==> config.mk <==
export PLATFORM = sky130hd
export DESIGN_NAME = pc_fetch_unit_flat
export DESIGN_NICKNAME = d
export VERILOG_FILES = /design/src/rtl/pc_fetch_unit_if.sv /design/src/rtl/pc_fetch_unit.sv /design/src/flat_wrapper.sv
export SDC_FILE = /design/constraint.sdc
export NUM_CORES = 1
export LEC_CHECK = 0
export CAP_MARGIN = 15
export CORE_ASPECT_RATIO = 0.8
export CORE_MARGIN = 4
export CORE_UTILIZATION = 40
export DETAILED_ROUTE_END_ITERATION = 12
export GPL_TIMING_DRIVEN = 0
export PLACE_DENSITY = 0.73
export SYNTH_ARGS = -nofsm -noshare
export SYNTH_HDL_FRONTEND = slang
export SYNTH_SLANG_ARGS = --single-unit
==> constraint.sdc <==
create_clock -name clk -period 1.98 [get_ports clk]
set_input_delay 0.396 -clock clk [delete_from_list [all_inputs] [get_ports clk]]
set_output_delay 0.396 -clock clk [all_outputs]
set_load 0.02 [all_outputs]
==> src/rtl/pc_fetch_unit_if.sv <==
// pc_fetch_unit_if
// Bundles the instruction-memory request/response channel and the
// instruction hand-off channel toward decode. The master modport is the
// fetch unit's view. The slave modport is the view of the memory and
// decode side.
interface pc_fetch_unit_if #(
    parameter int ADDR_WIDTH = 32,
    parameter int DATA_WIDTH = 32
);
    logic                  imem_req_valid;
    logic                  imem_req_ready;
    logic [ADDR_WIDTH-1:0] imem_req_addr;
    logic                  imem_rsp_valid;
    logic [DATA_WIDTH-1:0] imem_rsp_data;
    logic                  inst_valid;
    logic                  inst_ready;
    logic [DATA_WIDTH-1:0] inst;
    logic [ADDR_WIDTH-1:0] inst_pc;

    modport master (
        output imem_req_valid,
        output imem_req_addr,
        input  imem_req_ready,
        input  imem_rsp_valid,
        input  imem_rsp_data,
        output inst_valid,
        output inst,
        output inst_pc,
        input  inst_ready
    );

    modport slave (
        input  imem_req_valid,
        input  imem_req_addr,
        output imem_req_ready,
        output imem_rsp_valid,
        output imem_rsp_data,
        input  inst_valid,
        input  inst,
        input  inst_pc,
        output inst_ready
    );
endinterface

==> src/rtl/pc_fetch_unit.sv <==
// pc_fetch_unit
// Program counter and instruction-fetch sequencer for the NPC core.
// The unit keeps one instruction-memory request outstanding at a time.
// It hands each fetched word and its PC to decode over a valid/ready
// handshake. At retire, it uses decode's PCSel and execute's target to
// form the next PC.
//
// Optional build macro: PC_FETCH_RSP_BYPASS_EN
//   When this macro is defined, a memory response is forwarded
//   combinationally to decode in the same cycle it arrives. If decode
//   retires in that same cycle, the unit skips the hold state.
//   When the macro is undefined, all downstream outputs come from
//   registers.
module pc_fetch_unit #(
    parameter int                    ADDR_WIDTH = 32,
    parameter int                    DATA_WIDTH = 32,
    parameter logic [ADDR_WIDTH-1:0] RESET_PC   = 32'h8000_0000
) (
    input  logic                  clk,
    input  logic                  rst_n,
    input  logic                  PCSel,
    input  logic [ADDR_WIDTH-1:0] target,
    output logic                  misalign_err,
    pc_fetch_unit_if.master       bus
);

    // S_REQ  : a request is presented and held until memory accepts it
    // S_WAIT : waiting for the single outstanding response
    // S_HOLD : an instruction is being offered to decode
    // S_ERR  : a misaligned redirect was seen; the unit parks until reset
    localparam logic [1:0] S_REQ  = 2'd0;
    localparam logic [1:0] S_WAIT = 2'd1;
    localparam logic [1:0] S_HOLD = 2'd2;
    localparam logic [1:0] S_ERR  = 2'd3;

    localparam logic [ADDR_WIDTH-1:0] PC_STEP = ADDR_WIDTH'(4);

    logic [1:0]            state_q;
    logic [1:0]            state_d;
    logic [ADDR_WIDTH-1:0] pc_q;
    logic [ADDR_WIDTH-1:0] pc_d;
    logic [DATA_WIDTH-1:0] inst_q;
    logic [DATA_WIDTH-1:0] inst_d;
    logic [ADDR_WIDTH-1:0] inst_pc_q;
    logic [ADDR_WIDTH-1:0] inst_pc_d;
    logic                  inst_valid_q;
    logic                  inst_valid_d;
    logic                  err_q;
    logic                  err_d;

    logic [ADDR_WIDTH-1:0] next_pc;
    logic                  target_misaligned;
    logic                  rsp_bypass;
    logic                  retire;

    // Form the next PC. Bit 0 of a redirect is always dropped.
    // The sequential add wraps silently at the top of the address space.
    assign next_pc           = PCSel ? {target[ADDR_WIDTH-1:1], 1'b0} : pc_q + PC_STEP;
    assign target_misaligned = PCSel & target[1];

`ifdef PC_FETCH_RSP_BYPASS_EN
    assign rsp_bypass = (state_q == S_WAIT) && bus.imem_rsp_valid;
`else
    assign rsp_bypass = 1'b0;
`endif

    // Decode retires either the held instruction or a bypassed response.
    assign retire = ((state_q == S_HOLD) || rsp_bypass) && bus.inst_ready;

    // Compute the next state. Each field defaults to holding its value.
    always_comb begin
        state_d      = state_q;
        pc_d         = pc_q;
        inst_d       = inst_q;
        inst_pc_d    = inst_pc_q;
        inst_valid_d = inst_valid_q;
        err_d        = err_q;

        case (state_q)
            S_REQ: begin
                if (bus.imem_req_ready) begin
                    state_d = S_WAIT;
                end
            end
            S_WAIT: begin
                if (bus.imem_rsp_valid) begin
                    inst_d       = bus.imem_rsp_data;
                    inst_pc_d    = pc_q;
                    inst_valid_d = 1'b1;
                    state_d      = S_HOLD;
                end
            end
            S_HOLD: begin
                inst_valid_d = 1'b1;
            end
            S_ERR: begin
                inst_valid_d = 1'b0;
                err_d        = 1'b1;
            end
            default: begin
                state_d = S_ERR;
            end
        endcase

        if (retire) begin
            inst_valid_d = 1'b0;
            if (target_misaligned) begin
                err_d   = 1'b1;
                state_d = S_ERR;
            end else begin
                pc_d    = next_pc;
                state_d = S_REQ;
            end
        end
    end

    // State registers. Reset aborts any transaction in flight.
    always_ff @(posedge clk or negedge rst_n) begin
        if (!rst_n) begin
            state_q      <= S_REQ;
            pc_q         <= RESET_PC;
            inst_q       <= '0;
            inst_pc_q    <= '0;
            inst_valid_q <= 1'b0;
            err_q        <= 1'b0;
        end else begin
            state_q      <= state_d;
            pc_q         <= pc_d;
            inst_q       <= inst_d;
            inst_pc_q    <= inst_pc_d;
            inst_valid_q <= inst_valid_d;
            err_q        <= err_d;
        end
    end

    // Drive the request side. The request is held low while reset is asserted.
    always_comb begin
        bus.imem_req_valid = rst_n && (state_q == S_REQ);
        bus.imem_req_addr  = pc_q;
        misalign_err       = err_q;
    end

    // Drive the decode side. With bypass enabled, a response that arrives
    // this cycle takes priority.
    always_comb begin
        bus.inst_valid = inst_valid_q | rsp_bypass;
        bus.inst       = rsp_bypass ? bus.imem_rsp_data : inst_q;
        bus.inst_pc    = rsp_bypass ? pc_q : inst_pc_q;
    end

endmodule

==> src/flat_wrapper.sv <==
// flat-port wrapper written by rule: the top's interface ports become plain ports
module pc_fetch_unit_flat 
#(
    parameter int                    ADDR_WIDTH = 32,
    parameter int                    DATA_WIDTH = 32,
    parameter logic [ADDR_WIDTH-1:0] RESET_PC   = 32'h8000_0000
)
  (clk, rst_n, PCSel, target, misalign_err, bus_imem_req_valid, bus_imem_req_addr, bus_imem_req_ready, bus_imem_rsp_valid, bus_imem_rsp_data, bus_inst_valid, bus_inst, bus_inst_pc, bus_inst_ready);
  pc_fetch_unit_if #(.ADDR_WIDTH(ADDR_WIDTH), .DATA_WIDTH(DATA_WIDTH)) bus_i ();
  input  logic clk;
  input  logic rst_n;
  input  logic PCSel;
  input  logic [ADDR_WIDTH-1:0] target;
  output logic misalign_err;
  output wire logic [$bits(bus_i.imem_req_valid)-1:0] bus_imem_req_valid;
  output wire logic [$bits(bus_i.imem_req_addr)-1:0] bus_imem_req_addr;
  input wire logic [$bits(bus_i.imem_req_ready)-1:0] bus_imem_req_ready;
  input wire logic [$bits(bus_i.imem_rsp_valid)-1:0] bus_imem_rsp_valid;
  input wire logic [$bits(bus_i.imem_rsp_data)-1:0] bus_imem_rsp_data;
  output wire logic [$bits(bus_i.inst_valid)-1:0] bus_inst_valid;
  output wire logic [$bits(bus_i.inst)-1:0] bus_inst;
  output wire logic [$bits(bus_i.inst_pc)-1:0] bus_inst_pc;
  input wire logic [$bits(bus_i.inst_ready)-1:0] bus_inst_ready;
  assign bus_imem_req_valid = bus_i.imem_req_valid;
  assign bus_imem_req_addr = bus_i.imem_req_addr;
  assign bus_i.imem_req_ready = bus_imem_req_ready;
  assign bus_i.imem_rsp_valid = bus_imem_rsp_valid;
  assign bus_i.imem_rsp_data = bus_imem_rsp_data;
  assign bus_inst_valid = bus_i.inst_valid;
  assign bus_inst = bus_i.inst;
  assign bus_inst_pc = bus_i.inst_pc;
  assign bus_i.inst_ready = bus_inst_ready;
  pc_fetch_unit #(.ADDR_WIDTH(ADDR_WIDTH), .DATA_WIDTH(DATA_WIDTH), .RESET_PC(RESET_PC)) u_core (.clk(clk), .rst_n(rst_n), .PCSel(PCSel), .target(target), .misalign_err(misalign_err), .bus(bus_i));
endmodule
Word-level counts from Yosys, hierarchy flattened
Index checks and enable logic that the tools add are counted. Widths: inputs -> output; s select.

Bits in registers: 100. Output and inout port bits: 99. Input bits: 70.

Add/subtract/negate cells: 1. Equal/unequal tests: 5. Mux-type cells: 12. Bitwise logic cells: 2. Reduce and logical (&&, ||, !) cells: 9.

Operators with widths (number): $add 32x3->32 const B (1); $mux 32 (1); $mux 2 (4); $ne 3x2->1 const B (2); $reduce_and 2->1 (3); $mux 1 (5); $eq 2x2->1 const B (2); $pmux 2 s2 (1); $reduce_bool 4->1 (1); $pmux 1 s3 (1); $reduce_and 3->1 (1); $reduce_bool 3->1 (1); $eq 2x1->1 const B (1); $logic_and 1x1->1 (2); $logic_not 2->1 (1); $and 1x1->1 (1); $not 1->1 (1).

Depth between registers and ports, before layout
Depth in word-level cells: 4. Mapped depth: 7.

Worst setup path before layout
No wires, ideal clock.

Path kind: flip-flop to flip-flop. From: register u_core.pc_q[2] (netlist: u_core.bus.imem_req_addr[2]). To: register u_core.pc_q[20] (netlist: u_core.bus.imem_req_addr[20]). Arrival time: 1.786 ns. Path slack: 0.066 ns. Required time: 1.852 ns. Path buffers: 0. Stages on the path, launching flop included: 7. Setup time: 0.128 ns. Cell sequence: dfrtp_1 > ha_1 > nand4_4 > nor4_2 > and2b_1 > mux2i_1 > nand3_1.

Cells in the longest elaborated chain, start to end: 2.

Ends and longest elaborated chain: from (decl) (RTL line pc_fetch_unit.sv:40) `logic [ADDR_WIDTH-1:0] pc_q;`; from (signal assigned) (RTL line pc_fetch_unit.sv:128) `pc_q <= pc_d;`; $add 32x3->32 (RTL line pc_fetch_unit.sv:58) `assign next_pc = PCSel ? {target[ADDR_WIDTH-1:1], 1'b0} : pc_q + PC_STEP;`; $mux 32 (RTL line pc_fetch_unit.sv:58).

Every way passes these cells. A chain may end at the register's enable or synchronous reset.

Final worst setup path
From: register u_core.pc_q[10] (netlist: u_core.bus.imem_req_addr[10]). To: output port bus_imem_req_addr[10].

RTL lines: to (decl) (RTL line flat_wrapper.sv:16) `output wire logic [$bits(bus_i.imem_req_addr)-1:0] bus_imem_req_addr;`.

No word-level cell between the ends.

==> metrics.yaml <==
status: "completed"
synth_seq_cells: 98
synth_flop_cell: "dfrtp_1"
cts_tree: "built"
core_sq_mm: 0.01156
cp_cell_sequence: "clkdlybuf4s50_1"
multi_input_area_sq_mm: 0.002172
root_buffer: "clkbuf_16"
synth_top_family_by_area: "simple AND/OR/NAND/NOR gates"
rr_endpoint: "u_core.bus.imem_req_addr[20]"
synthesis.area_sq_mm: 0.004753
route.detailed.drc: 0
slew_viol_final: 0
htreeDepth: 3
fin_crit_ps: 1939
antenna_found_initial: 0
p_per_area_mw_per_mm2: 1529
initial_core_util: 0.4111
final_layout_size_suffix_gt1_frac: 0.2269
synth_mux_area_frac: 0.1608
numPortBuffers: 164
die_area_sq_mm: 0.01370
max_stage_delay_ps: 670
synth.yosys.warnings: 0
worst_slack_ps: 41.28
worst-setup-path-type: "reg2out"
netlist_instances: 427
fin_skew_ps: 5.813
cts_buffer_depth: 2
ir_drop_v: 0.0007826
grt_pass1_vias: 4252
r2r.worst_path.cells: 6
hp-class: "in2async"
final_cell_mix: "158 x clkdlybuf4s50_1, 90 x dfrtp_1, 59 x mux2_2"
antennaDiodeCount: 0
synth.avg_cell_area_sq_um: 11.13
via_count: 4249
synth.distinct_cells: 58
drt_iter0_markers: 186
routed_via_density: 5.554
nFillCells: 962
cts_buffers: 9
cts.clk_slew.worst_paths_ps: 70
seq_area_sq_mm: 0.002462
setup_violations: 0
stdcell_count: 765
synth_fa_ha_area_frac: 0.002632
gp_congestion: 0.8899
r2r_start: "u_core.bus.imem_req_addr[2]"
fmax_mhz: 515.8
grtUsageTotal: 0.2136
final_nets: 683
post-place-ws_ps: -538.3
synth_xor_area_frac: 0
power_leakage_uw: 0.002971
num_rows: 35
boundaryPins: 169
fp.dieH_um: 105.5
firstDrtPassIters: 5
cts.sinks: 98
grt_pass1_wl_um: 23040
gr-total-overflow: 0
ys_async_sr_fraction: 1.000
synth-compound-area-share: 0.1150
cp-start-kind: "flip-flop"
slew_headroom: 0.6059
dpl.hpwl_um: 10750
die_x_um: 129.9
cp_top_family: "buffers and inverters"
synth_seq_area_share: 0.5162
grt_max_degree: 34
syn2layout_area_growth_pct: 49.96
synth_edf_count: 0
wl_um: 14910
period_share: 0.9791
clock_latency_ps: 350
critPathRequiredTime_ps: 1580
worst_slew_pin_slew_ps: 589.2
crit_buf_inv: 1
arrival_ps: 1540
slowest_stage: "clkdlybuf4s50_1"
rrSetupSlack_ps: 40
synth_simple_gate_area_share: 0.1645
wl_per_cell_um: 19.49
placed_cells: 741
crit_fanout: 8
hold_viol: 0
postRouteAntennaNets: 0
cp-end-kind: "output pin"
maxCapViolCount: 0
final_common_cell: "clkdlybuf4s50_1"
## per-stage QoR
step	power (uW)	cell area [sq um]	util	TNS [ps]	hold slack [ps]
after floorplan	6402	4757	-	0	100.4
after global routing	11490	7128	0.6166	-31.46	79.79
final	10900	7128	0.6166	0	75.88
after global placement	8845	6584	0.5695	-321800	437.4
after detailed placement	8993	6609	0.5716	-10140	384.7
after CTS	10890	7044	0.6093	0	77.74
## how the worst max path moves through the flow
stage	from	to	slack, ps	cells after the start
floorplan	u_core.bus.imem_req_addr[2]	u_core.bus.imem_req_addr[20]	70	6
global placement	rst_n	bus_imem_req_valid	-3550	3
detailed placement	rst_n	bus_imem_req_valid	-540	4
CTS	u_core.bus.imem_req_addr[31]	bus_imem_req_addr[31]	10	1
global route	u_core.bus.imem_req_addr[2]	u_core.bus.imem_req_addr[20]	-20	6
finish	u_core.bus.imem_req_addr[10]	bus_imem_req_addr[10]	40	1
## registers in the layout (all words and copies together) (netlist names)
| signal | cells |
|---|---|
| u_core.bus.inst_pc | 31 |
| u_core.bus.imem_req_addr | 31 |
| u_core.misalign_err | 1 |
| u_core.state_q | 2 |
| u_core.bus.inst_valid | 1 |
| u_core.bus.inst | 32 |
## Yosys cell counts (all sizes together) (3+ instances only)
library cell	count	area, sq um
and4	3	27.53
dfrtp	97	2427
a31oi	4	25.02
a21oi	22	121.4
a2bb2oi	4	35.03
and3	4	27.52
inv	9	33.78
nor3	10	55.05
o22a	3	26.28
nand2	29	113.9
o22ai	6	37.54
nor2b	3	18.77
clkbuf	13	81.33
a22oi	7	52.55
nor2	30	112.6
buf	14	75.07
nand4	12	96.34
nor4	9	98.84
o21ai	27	135.1
nand3	27	157.7
mux2	59	664.4
mux2i	10	100.1
## layer usage
layer  global-route usage  routed length, um  share of wire  vias to the layer above
li1                     -                  -              -                     1925
met1               0.2999               6676           0.45                     2093
met2               0.3212               6612           0.44                      211
met3              0.06636               1458          0.098                       20
met4              0.05564                163          0.011                        0
met5                    0                  0              0                        -
## cell type report
type	instances	area share
Sequential cell	98	0.3454
Multi-Input combinational cell	294	0.3047
Timing Repair Buffer	173	0.2519
Clock buffer	10	0.03353
Tap cell	148	0.02598
Buffer	27	0.02352
Clock inverter	6	0.01018
Inverter	9	0.004739
## cells by family after synthesis
logic type	after synthesis
other	1
adder cells (fa/ha/maj)	1
AND/OR/NAND/NOR	136
AO/OA/AOI/OAI	86
multiplexers	69
buffers and inverters	36
flip-flops	98
## where the power goes
part | internal, uW | switching [uW]
combinational | 2660 | 2620
sequential | 2920 | 869
clock | 1030 | 797
total | 6610 | 4290
## what timing repair did
action	4_1_cts	5_1_grt
gates resized for setup	13	20
cloned	1	0
setup endpoints to repair	16	33
buffers inserted	0	3
pin swaps	2	2
hold endpoints to repair	33	0
hold buffers	4	0
No activity file was read; power rests on OpenSTA's default activity.
